<file path="config.mk">
export PLATFORM = sky130hd
export DESIGN_NAME = coin_escrow_casher_flat
export DESIGN_NICKNAME = d
export VERILOG_FILES = /design/src/rtl/coin_escrow_casher_pkg.sv /design/src/rtl/coin_escrow_casher_if.sv /design/src/rtl/coin_escrow_casher_fifo.sv /design/src/rtl/coin_escrow_casher.sv /design/src/flat_wrapper.sv
export SDC_FILE = /design/constraint.sdc
export NUM_CORES = 1
export LEC_CHECK = 0
export BUFFER_PORTS_ARGS = -buffer_cell sky130_fd_sc_hd__clkbuf_2
export CELL_PAD_IN_SITES_DETAIL_PLACEMENT = 1
export CELL_PAD_IN_SITES_GLOBAL_PLACEMENT = 1
export CORE_AREA = 2 2 86 109
export CTS_CLUSTER_DIAMETER = 60
export CTS_CLUSTER_SIZE = 10
export DETAILED_ROUTE_END_ITERATION = 10
export DIE_AREA = 0 0 88 111
export HOLD_SLACK_MARGIN = 0.06
export PLACE_DENSITY = 0.8
export SYNTH_ARGS = -nofsm -noshare
export SYNTH_HDL_FRONTEND = slang
export SYNTH_SLANG_ARGS = --single-unit
</file>
<file path="constraint.sdc">
create_clock -name clk -period 4.98 [get_ports clk]
set_input_delay 0.249 -clock clk [delete_from_list [all_inputs] [get_ports clk]]
set_output_delay 0.249 -clock clk [all_outputs]
set_load 0.02 [all_outputs]
</file>
<file path="src/rtl/coin_escrow_casher_pkg.sv">
// Shared types and coin definitions for the escrow coin casher.
package coin_casher_pkg;

    localparam int COIN_CODE_W = 3;

    // Coin mech codes; every other code is invalid.
    localparam logic [COIN_CODE_W-1:0] COIN_1  = 3'd1;
    localparam logic [COIN_CODE_W-1:0] COIN_2  = 3'd2;
    localparam logic [COIN_CODE_W-1:0] COIN_5  = 3'd3;
    localparam logic [COIN_CODE_W-1:0] COIN_10 = 3'd4;

    typedef enum logic [1:0] {
        ST_IDLE    = 2'd0,
        ST_COLLECT = 2'd1,
        ST_PLAY    = 2'd2,
        ST_REFUND  = 2'd3
    } state_e;

    // Credit units of a coin code; 0 marks an invalid code.
    function automatic logic [3:0] coin_value(input logic [COIN_CODE_W-1:0] code);
        case (code)
            COIN_1:  return 4'd1;
            COIN_2:  return 4'd2;
            COIN_5:  return 4'd5;
            COIN_10: return 4'd10;
            default: return 4'd0;
        endcase
    endfunction

endpackage

</file>
<file path="src/rtl/coin_escrow_casher_if.sv">
// Coin mech / game controller bus of the escrow coin casher.
interface coin_escrow_casher_if #(
    parameter int CREDIT_W = 8
);
    import coin_casher_pkg::*;

    logic                   coin_insert;
    logic [COIN_CODE_W-1:0] inserted_coin;
    logic                   return_coin;
    logic                   game_finish;
    logic                   coin_reject;
    logic                   spit_coin;
    logic [COIN_CODE_W-1:0] spit_code;
    logic                   eat_coins;
    logic                   game_active;
    logic                   timer_en;
    logic                   wait_ready;
    logic [CREDIT_W-1:0]    credit;

    // Cabinet side: coin mech and game controller.
    modport master (
        output coin_insert, inserted_coin, return_coin, game_finish,
        input  coin_reject, spit_coin, spit_code, eat_coins, game_active,
               timer_en, wait_ready, credit
    );

    // Casher side.
    modport slave (
        input  coin_insert, inserted_coin, return_coin, game_finish,
        output coin_reject, spit_coin, spit_code, eat_coins, game_active,
               timer_en, wait_ready, credit
    );

endinterface

</file>
<file path="src/rtl/coin_escrow_casher_fifo.sv">
// Escrow FIFO holding the codes of coins inserted since the last commit.
module coin_escrow_fifo
    import coin_casher_pkg::*;
#(
    parameter int DEPTH = 8
) (
    input  logic                   clk,
    input  logic                   reset,
    input  logic                   push,
    input  logic                   pop,
    input  logic                   flush,
    input  logic [COIN_CODE_W-1:0] din,
    output logic                   full,
    output logic                   empty,
    output logic [COIN_CODE_W-1:0] dout
);

    localparam int AW = $clog2(DEPTH);

    logic [AW-1:0]          wr_ptr_q, wr_ptr_d, rd_ptr_q, rd_ptr_d;
    logic [AW:0]            count_q, count_d;
    logic [COIN_CODE_W-1:0] mem_q [DEPTH];
    logic [COIN_CODE_W-1:0] mem_d [DEPTH];
    logic                   do_push, do_pop;

    assign full    = (count_q == (AW+1)'(DEPTH));
    assign empty   = (count_q == '0);
    assign dout    = mem_q[rd_ptr_q];
    assign do_push = push && !full;
    assign do_pop  = pop && !empty;

    // Next pointers/count; flush discards everything and wins over push/pop.
    always_comb begin
        wr_ptr_d = wr_ptr_q;
        rd_ptr_d = rd_ptr_q;
        count_d  = count_q;
        mem_d    = mem_q;
        if (flush) begin
            wr_ptr_d = '0;
            rd_ptr_d = '0;
            count_d  = '0;
        end else begin
            if (do_push) begin
                mem_d[wr_ptr_q] = din;
                wr_ptr_d        = wr_ptr_q + 1'b1;
            end
            if (do_pop)
                rd_ptr_d = rd_ptr_q + 1'b1;
            if (do_push && !do_pop)
                count_d = count_q + 1'b1;
            else if (!do_push && do_pop)
                count_d = count_q - 1'b1;
        end
    end

    // Pointer and occupancy registers.
    always_ff @(posedge clk) begin
        if (reset) begin
            wr_ptr_q <= '0;
            rd_ptr_q <= '0;
            count_q  <= '0;
        end else begin
            wr_ptr_q <= wr_ptr_d;
            rd_ptr_q <= rd_ptr_d;
            count_q  <= count_d;
        end
    end

    // Storage needs no reset: occupancy decides what is readable.
    always_ff @(posedge clk) begin
        mem_q <= mem_d;
    end

endmodule

</file>
<file path="src/rtl/coin_escrow_casher.sv">
// Coin casher: validates coins, accumulates credit, escrows coins for refund.
module coin_escrow_casher
    import coin_casher_pkg::*;
#(
    parameter int GAME_PRICE     = 4,
    parameter int CREDIT_W       = 8,
    parameter int ESCROW_DEPTH   = 8,
    parameter int TIMEOUT_CYCLES = 1000
) (
    input logic                 clk,
    input logic                 reset,
    coin_escrow_casher_if.slave bus
);

    localparam int                  TW       = $clog2(TIMEOUT_CYCLES);
    localparam int                  SUM_W    = CREDIT_W + 4;
    localparam logic [CREDIT_W-1:0] PRICE    = CREDIT_W'(GAME_PRICE);
    localparam logic [TW-1:0]       TO_LAST  = TW'(TIMEOUT_CYCLES - 1);

    state_e                 state_q, state_d;
    logic [CREDIT_W-1:0]    credit_q, credit_d;
    logic [TW-1:0]          timer_q, timer_d;
    logic                   coin_reject_q, coin_reject_d;
    logic                   spit_coin_q, spit_coin_d;
    logic [COIN_CODE_W-1:0] spit_code_q, spit_code_d;
    logic                   eat_coins_q, eat_coins_d;
    logic                   game_active_q, timer_en_q, wait_ready_q;

    logic                   push, pop, flush, fifo_full, fifo_empty;
    logic [COIN_CODE_W-1:0] head_code;
    logic [3:0]             coin_val;
    logic [SUM_W-1:0]       sum;
    logic                   accept_ok;

    coin_escrow_fifo #(.DEPTH(ESCROW_DEPTH)) u_escrow (
        .clk   (clk),
        .reset (reset),
        .push  (push),
        .pop   (pop),
        .flush (flush),
        .din   (bus.inserted_coin),
        .full  (fifo_full),
        .empty (fifo_empty),
        .dout  (head_code)
    );

    assign coin_val  = coin_value(bus.inserted_coin);
    assign sum       = SUM_W'(credit_q) + SUM_W'(coin_val);
    assign accept_ok = bus.coin_insert && (coin_val != 4'd0) && !fifo_full
                       && (sum[SUM_W-1:CREDIT_W] == '0);

    // FSM, credit and timer next-state; refund beats price, price beats coins/timeout.
    always_comb begin
        state_d       = state_q;
        credit_d      = credit_q;
        timer_d       = '0;
        coin_reject_d = 1'b0;
        spit_coin_d   = 1'b0;
        spit_code_d   = '0;
        eat_coins_d   = 1'b0;
        push          = 1'b0;
        pop           = 1'b0;
        flush         = 1'b0;
        case (state_q)
            ST_IDLE: begin
                if (accept_ok) begin
                    push     = 1'b1;
                    credit_d = sum[CREDIT_W-1:0];
                    state_d  = ST_COLLECT;
                end else begin
                    coin_reject_d = bus.coin_insert;
                end
            end
            ST_COLLECT: begin
                timer_d = timer_q + 1'b1;
                if (bus.return_coin) begin
                    state_d       = ST_REFUND;
                    timer_d       = '0;
                    coin_reject_d = bus.coin_insert;
                end else if (credit_q >= PRICE) begin
                    // Escrow is committed; a coin arriving now becomes carry credit.
                    state_d     = ST_PLAY;
                    timer_d     = '0;
                    eat_coins_d = 1'b1;
                    flush       = 1'b1;
                    if (accept_ok)
                        credit_d = sum[CREDIT_W-1:0] - PRICE;
                    else begin
                        credit_d      = credit_q - PRICE;
                        coin_reject_d = bus.coin_insert;
                    end
                end else if (accept_ok) begin
                    // An accepted coin restarts the idle window, even on the timeout cycle.
                    push     = 1'b1;
                    credit_d = sum[CREDIT_W-1:0];
                    timer_d  = '0;
                end else begin
                    coin_reject_d = bus.coin_insert;
                    if (timer_q == TO_LAST) begin
                        state_d = ST_REFUND;
                        timer_d = '0;
                    end
                end
            end
            ST_PLAY: begin
                coin_reject_d = bus.coin_insert;
                if (bus.game_finish) begin
                    if (credit_q >= PRICE) begin
                        eat_coins_d = 1'b1;
                        credit_d    = credit_q - PRICE;
                    end else begin
                        state_d = ST_IDLE;
                    end
                end
            end
            default: begin
                coin_reject_d = bus.coin_insert;
                if (fifo_empty)
                    state_d = ST_IDLE;
            end
        endcase
        // Popping starts on the entry edge so the first spit shows in the first REFUND cycle.
        if (state_d == ST_REFUND && !fifo_empty) begin
            pop         = 1'b1;
            spit_coin_d = 1'b1;
            spit_code_d = head_code;
            credit_d    = credit_d - CREDIT_W'(coin_value(head_code));
        end
    end

    // State and output registers.
    always_ff @(posedge clk) begin
        if (reset) begin
            state_q       <= ST_IDLE;
            credit_q      <= '0;
            timer_q       <= '0;
            coin_reject_q <= 1'b0;
            spit_coin_q   <= 1'b0;
            spit_code_q   <= '0;
            eat_coins_q   <= 1'b0;
            game_active_q <= 1'b0;
            timer_en_q    <= 1'b0;
            wait_ready_q  <= 1'b1;
        end else begin
            state_q       <= state_d;
            credit_q      <= credit_d;
            timer_q       <= timer_d;
            coin_reject_q <= coin_reject_d;
            spit_coin_q   <= spit_coin_d;
            spit_code_q   <= spit_code_d;
            eat_coins_q   <= eat_coins_d;
            game_active_q <= (state_d == ST_PLAY);
            timer_en_q    <= (state_d == ST_COLLECT);
            wait_ready_q  <= (state_d == ST_IDLE);
        end
    end

    assign bus.coin_reject = coin_reject_q;
    assign bus.spit_coin   = spit_coin_q;
    assign bus.spit_code   = spit_code_q;
    assign bus.eat_coins   = eat_coins_q;
    assign bus.game_active = game_active_q;
    assign bus.timer_en    = timer_en_q;
    assign bus.wait_ready  = wait_ready_q;
    assign bus.credit      = credit_q;

endmodule

</file>
<file path="src/flat_wrapper.sv">
// flat-port wrapper written by rule: the top's interface ports become plain ports
module coin_escrow_casher_flat import coin_casher_pkg::*;
#(
    parameter int GAME_PRICE     = 4,
    parameter int CREDIT_W       = 8,
    parameter int ESCROW_DEPTH   = 8,
    parameter int TIMEOUT_CYCLES = 1000
)
  (clk, reset, bus_coin_insert, bus_inserted_coin, bus_return_coin, bus_game_finish, bus_coin_reject, bus_spit_coin, bus_spit_code, bus_eat_coins, bus_game_active, bus_timer_en, bus_wait_ready, bus_credit);
  coin_escrow_casher_if #(.CREDIT_W(CREDIT_W)) bus_i ();
  input logic clk;
  input logic reset;
  input wire logic [$bits(bus_i.coin_insert)-1:0] bus_coin_insert;
  input wire logic [$bits(bus_i.inserted_coin)-1:0] bus_inserted_coin;
  input wire logic [$bits(bus_i.return_coin)-1:0] bus_return_coin;
  input wire logic [$bits(bus_i.game_finish)-1:0] bus_game_finish;
  output wire logic [$bits(bus_i.coin_reject)-1:0] bus_coin_reject;
  output wire logic [$bits(bus_i.spit_coin)-1:0] bus_spit_coin;
  output wire logic [$bits(bus_i.spit_code)-1:0] bus_spit_code;
  output wire logic [$bits(bus_i.eat_coins)-1:0] bus_eat_coins;
  output wire logic [$bits(bus_i.game_active)-1:0] bus_game_active;
  output wire logic [$bits(bus_i.timer_en)-1:0] bus_timer_en;
  output wire logic [$bits(bus_i.wait_ready)-1:0] bus_wait_ready;
  output wire logic [$bits(bus_i.credit)-1:0] bus_credit;
  assign bus_i.coin_insert = bus_coin_insert;
  assign bus_i.inserted_coin = bus_inserted_coin;
  assign bus_i.return_coin = bus_return_coin;
  assign bus_i.game_finish = bus_game_finish;
  assign bus_coin_reject = bus_i.coin_reject;
  assign bus_spit_coin = bus_i.spit_coin;
  assign bus_spit_code = bus_i.spit_code;
  assign bus_eat_coins = bus_i.eat_coins;
  assign bus_game_active = bus_i.game_active;
  assign bus_timer_en = bus_i.timer_en;
  assign bus_wait_ready = bus_i.wait_ready;
  assign bus_credit = bus_i.credit;
  coin_escrow_casher #(.GAME_PRICE(GAME_PRICE), .CREDIT_W(CREDIT_W), .ESCROW_DEPTH(ESCROW_DEPTH), .TIMEOUT_CYCLES(TIMEOUT_CYCLES)) u_core (.clk(clk), .reset(reset), .bus(bus_i));
endmodule
</file>
### Word level (Yosys, flattened, before mapping)

Index checks and enable logic that the tools add are counted.

| operators by class | value |
|---|---|
| $add $sub $neg | 9 |
| $lt $le $gt $ge | 4 |
| equality and inequality tests | 15 |
| muxes and demuxes | 41 |
| bitwise operators | 5 |
| reductions and logical operators | 23 |

Operator list:

| cell | count |
|---|---|
| $mux W8 | 7 |
| $pmux W4 S4 | 2 |
| $bwmux W24 | 1 |
| $pmux W8 S3 | 1 |
| $mux W2 | 8 |
| $sub A8 B3 Y8 const B | 2 |
| $eq A3 B2 Y1 const B | 4 |
| $mux W4 | 3 |
| $add A10 B1 Y10 const B | 1 |
| $eq A10 B10 Y1 const B | 1 |
| $mux W1 | 10 |
| $add A8 B4 Y9 | 1 |
| $bmux W3 S3 | 1 |
| $demux W3 S3 | 1 |
| $logic_and A1 B1 Y1 | 9 |
| $mux W3 | 3 |
| $ge A4 B4 Y1 const B | 2 |
| $ge A8 B3 Y1 const B | 1 |
| $logic_not A4 Y1 | 2 |
| $not A3 Y4 | 2 |
| $sub A8 B4 Y8 | 1 |
| $add A3 B1 Y3 const B | 2 |
| $eq A2 B2 Y1 const B | 3 |
| $eq A3 B1 Y1 const B | 2 |
| 16 further kinds | 27 |

| storage, ports and cells | value |
|---|---|
| register bits after elaboration | 63 |
| input bits | 8 |
| output and inout bits | 17 |
| logic and storage cells | 118 |

### Depth between registers and ports, before layout

| depth | value |
|---|---|
| word-level depth | 17 |
| gate-level depth with buffers | 18 |
| depth with buffers taken out | 18 |

### Modules after synthesis

Synthesis repeated with hierarchy kept, for this count alone.

| second synthesis, totals | value |
|---|---|
| cell total of the unflattened synthesis | 444 |
| area, all modules | 4,097.7 um2 |

Modules (own cells, without submodules):

| module | instances | cells each | area each (um2) | sequential area each (um2) |
|---|---|---|---|---|
| coin_escrow_casher | 1 | 335 | 2,572.5 | 580.6 |
| coin_escrow_fifo | 1 | 109 | 1,525.2 | 920.9 |

### Worst setup path before layout

OpenSTA, ideal clock, no wires.

| path | value |
|---|---|
| path kind | register to register |
| start point | register u_core.credit_q[0], in the netlist u_core.bus.credit[0] |
| end point | register u_core.credit_q[7], in the netlist u_core.bus.credit[7] |
| setup time | 0.072 ns |
| data arrival time | 4.250 ns |
| data required time | 4.908 ns |
| setup slack | 0.658 ns |
| stages on the path, launching flop included | 15 |
| buffers on the path | 0 |
| cells stage by stage | dfxtp_1 ha_1 fa_1 a211oi_1 nor3_2 nor2_1 a21o_1 a22oi_1 o31ai_1 ha_1 a21o_1 a21o_1 a2111oi_1 nor4b_1 mux2i_1 |

| between the ends | value |
|---|---|
| longest elaborated chain between the ends | 10 |
| elaborated cells between the ends (all ways) | 24 |
| those cells by class | 4 x add/sub; 1 x order compare; 1 x eq/ne; 15 x mux; 3 x reduce/logical |

RTL lines:

| item | line | source |
|---|---|---|
| start, declared | coin_escrow_casher.sv:21 | `logic [CREDIT_W-1:0] credit_q, credit_d;` |
| start signal, assigned | coin_escrow_casher.sv:146 | `credit_q <= credit_d;` |
| branches (longest 9 deep; another with $add A8 B4 Y9) | n/a |  |
| $mux W8 (*) | coin_escrow_casher.sv:123 | `if (state_d == ST_REFUND && !fifo_empty) begin` |

Mark *: on every way between the ends.
A chain may end at the register's enable or synchronous reset.

### Worst setup path after layout

| path | value |
|---|---|
| start point | register u_core.credit_q[3], in the netlist u_core.bus.credit[3] |
| end point | register u_core.credit_q[7], in the netlist u_core.bus.credit[7] |

The elaborated chain is that of the path after synthesis.

==> results by group <==
Route
  – Drt total wl: ~12000 um
  – Final ANT Viol Nets: 0
  – DR WL/cell: 20.0 um
  – TritonRoute pass-1 iters: 4
  – DRT iter0 DRCs: 149
  – Vias: 3529
  – Vias per cell: ~6
  – DRC: 0

STA
  – Worst slew pin tran: 0.914 ns
  – Final setup viols: 0
  – Unrepaired setup endpoints after global routing: no
  – Max-slew violation count: 0
  – Final Critical Period: about 4.5 ns
  – Max Clock Freq: 222 MHz
  – Final hold viol count: 0
  – Total negative slack: 0 ns
  – Worst Skew: 0.00700 ns
  – Final Cycle Share: 90.6%
  – Setup ws final: between 0.4 and 0.5 ns
  – Slew margin rel.: 39.1%

Layout
  – N_diodes: 0
  – Multi-input combinational cell area: 0.00236 mm^2
  – Post-Route Utilization: 51.8%
  – Area growth, synth to finish: 14.1%
  – Reg area: roughly 0.0015 mm^2
  – Final-stage net count: around 500
  – Non-filler instance count after layout: 586
  – Layout cells sized above 1: 14.5%
  – Fillers: 1010
  – Final Cell Area: about 0.0046 mm^2

Clock tree
  – Post-cts resize count: 0
  – Clock Latency Late Sink: roughly 0.33 ns
  – Num CTS Buffers: 9
  – H-tree depth: 3
  – # hold bufs at CTS: 0
  – CTS max path bufs: 2
  – Root Buffer: clkbuf_16
  – Total setup buffers inserted after CTS: 0
  – CTS tree: done
  – Clock Sinks: 63
  – Worst-path clk slew: 0.05 ns

Synthesis
  – Ys async rst share: 0%
  – Main synth FF type: dfxtp_1
  – Most frequent cell after synthesis: nor2_1
  – Mapped Cells: around 430
  – Mapped Area: 0.00401 mm^2
  – Biggest area consumer among synthesized cells: dfxtp_1
  – Post-synth top area share: roughly a fifth
  – Synth Net Count: about 470
  – Yosys warns: 0
  – Post-synthesis sequential area ratio: ~37%
  – Netlist cell types: 70
  – Post-synth top cells: nor2_1 (52), dfxtp_1 (39), nand2_1 (28)
  – Ranking of synthesized cells by area: dfxtp_1 (19%), edfxtp_1 (18%), ha_1 (6.6%), nor2_1 (4.9%), xnor2_1 (3.7%)
  – Post-synth EDFFs: 24
  – Synthesized flop and latch total: 63
  – Post-Syn Area per Cell: about 9.2 um^2

Floorplan
  – Core Region: 0.00883 mm^2
  – DIE WIDTH: around 90 um
  – Initial Util: 45.4%
  – Die height: 111 um
  – Placement Rows: 39
  – Io pins: 25
  – Die ar.: about 0.0098 mm^2

Worst setup path
  – Most used cell, CP: ha_1
  – Critical path class: reg -> reg
  – Worst path max stage delay: 0.68 ns
  – Critical path required time: 5.24 ns
  – CP Capture Type: flip-flop
  – Cell breakdown of the critical path: inv_1 -> ha_1 -> or3b_4 -> or4_1 -> a211oi_1 -> o31ai_1 -> a221oi_1 -> ha_1 -> a2111oi_1 -> nor4b_1 -> mux2i_1
  – Critical Path Source Type: flip-flop
  – Top fanout value on the critical path: 13
  – Worst path slowest cell: or4_1
  – WP data arrival: 4.78 ns

Placement
  – Routability cong.: 0.911
  – Place WS: between 0.3 and 0.4 ns
  – Port Buffers: 24
  – Post-DP HPWL: a little under 9000 um
  – Placed standard-cell area: 0.00427 mm^2
  – Dpl cells: 570

Power and ir drop
  – Flop pwr share: 25.2%
  – Max VDD drop: 0.309 mV
  – Leakage power: 1.72 nW
  – Combinational power share: 53.3%
  – Cell-internal power: about 0.0016 W
  – Pwr/cell area: roughly 630 mW/mm^2
  – Clock power share: 21.5%
  – Sw Share: between 40% and 50%
  – Net Switching: about 0.0013 W

Global route
  – Grt ovf: 0
  – Overall routing resource usage: between 20 and 30%
  – Initial antenna violation count: 0
  – Vias in the first global route: between 3000 and 4000
  – First-pass GRT wire length: about 19000 um
  – Largest net degree at the start of global routing: 24

Job
  – Max-Cap Viols: 0

Status
  – Status: completed

Min path
  – Worst min-delay path class: in -> reg
## area by class of cell
cell class                      count  share of cell area, %
Multi-Input combinational cell    333                   51.5
Sequential cell                    63                   32.8
Timing Repair Buffer               35                   4.43
Clock inverter                      5                   1.26
Clock buffer                       11                   5.31
Tap cell                          123                   3.36
Inverter                           16                   1.31
## stage by stage
step | power [W] | hold WS (ns)
floorplan | 0.00181 | 0.348
CTS | 0.00288 | 0.226
global placement | 0.00219 | 0.448
global route | 0.00308 | 0.242
finish | 0.00289 | 0.242
detailed placement | 0.00224 | 0.465
## worst paths after layout
kind	startpoint	endpoint	slack (ns)	cells past startpoint
setup / recovery	u_core.bus.credit[3]	u_core.bus.credit[7]	0.47	11
hold / removal	bus_coin_insert	u_core.bus.coin_reject	0.24	2
setup reg to reg	u_core.bus.credit[3]	u_core.bus.credit[7]	0.47	11
hold reg to reg	u_core.timer_q[0]	u_core.timer_q[0]	0.47	1
## power by group through the flow
stage	Combinational (W)	Sequential (W)	Clock [W]
2_1_floorplan	0.00109	0.000722	0
3_3_place_gp	0.00147	0.000727	0
3_5_place_dp	0.00151	0.000735	0
4_1_cts	0.00152	0.000724	0.000631
5_1_grt	0.00169	0.000740	0.000654
6_report	0.00154	0.000727	0.000621
## worst max-delay path, delay by kind of cell, from the launching register on
family / cells / cell delay, ns
buf+inv: 1 / 0.20
simple gates: 3 / 1.50
compound gates: 4 / 1.50
flops: 1 / 0.41
mux: 1 / 0.21
fa+ha+maj: 2 / 0.62
## cell families after synthesis
kind of cell	after synthesis	share of synthesized area, %
AOI/OAI and AO/OA	106	18.4
xor gates and xnor gates	24	5.24
adders and majority gates	24	8.05
buffers and inverters	38	3.81
DFF	63	37.4
muxes	14	5.43
and+or+nand+nor	165	21.6
## layer usage
layer,share of wire (%),track usage [%],up-vias
met5,0,0,-
met4,3.5,11.2,0
met3,3.8,3.80,37
met2,53,44.1,87
met1,40,31.9,1720
li1,-,-,1685
## layout by cell type, fill, tap and decap left out, types with 3 or more instances in the layout
cell type and count:
a211o_1 3, nand3_1 16, xnor2_1 17, o211ai_1 3
and2_1 5, or3_1 6, clkbuf_2 24, edfxtp_1 24
a211oi_1 8, nor3_1 12, o31ai_1 5, a22oi_1 3
or4_1 5, o21ai_0 18, nor4_1 4, mux4_2 6
nand2b_1 5, fa_1 3, inv_1 15, clkbuf_16 9
nand2_1 28, nor3b_1 3, a21oi_1 24, mux2i_1 6
ha_1 21, xor2_1 7, nor2_1 52, nand4_1 5
nor4b_1 3, dfxtp_1 39, buf_4 11, a31oi_1 4
a21o_1 10, and3_1 7
## sequential cells by signal (all words and copies together), names as in the netlist
name                      count
u_core.bus.spit_code          3
u_core.u_escrow.count_q       4
u_core.bus.timer_en           1
u_core.timer_q               10
u_core.bus.eat_coins          1
u_core.bus.wait_ready         1
u_core.u_escrow.rd_ptr_q      3
u_core.bus.credit             8
u_core.bus.spit_coin          1
u_core.bus.game_active        1
u_core.bus.coin_reject        1
u_core.u_escrow.mem_q        24
u_core.state_q                2
u_core.u_escrow.wr_ptr_q      3
(Power assumes the default switching activity.)
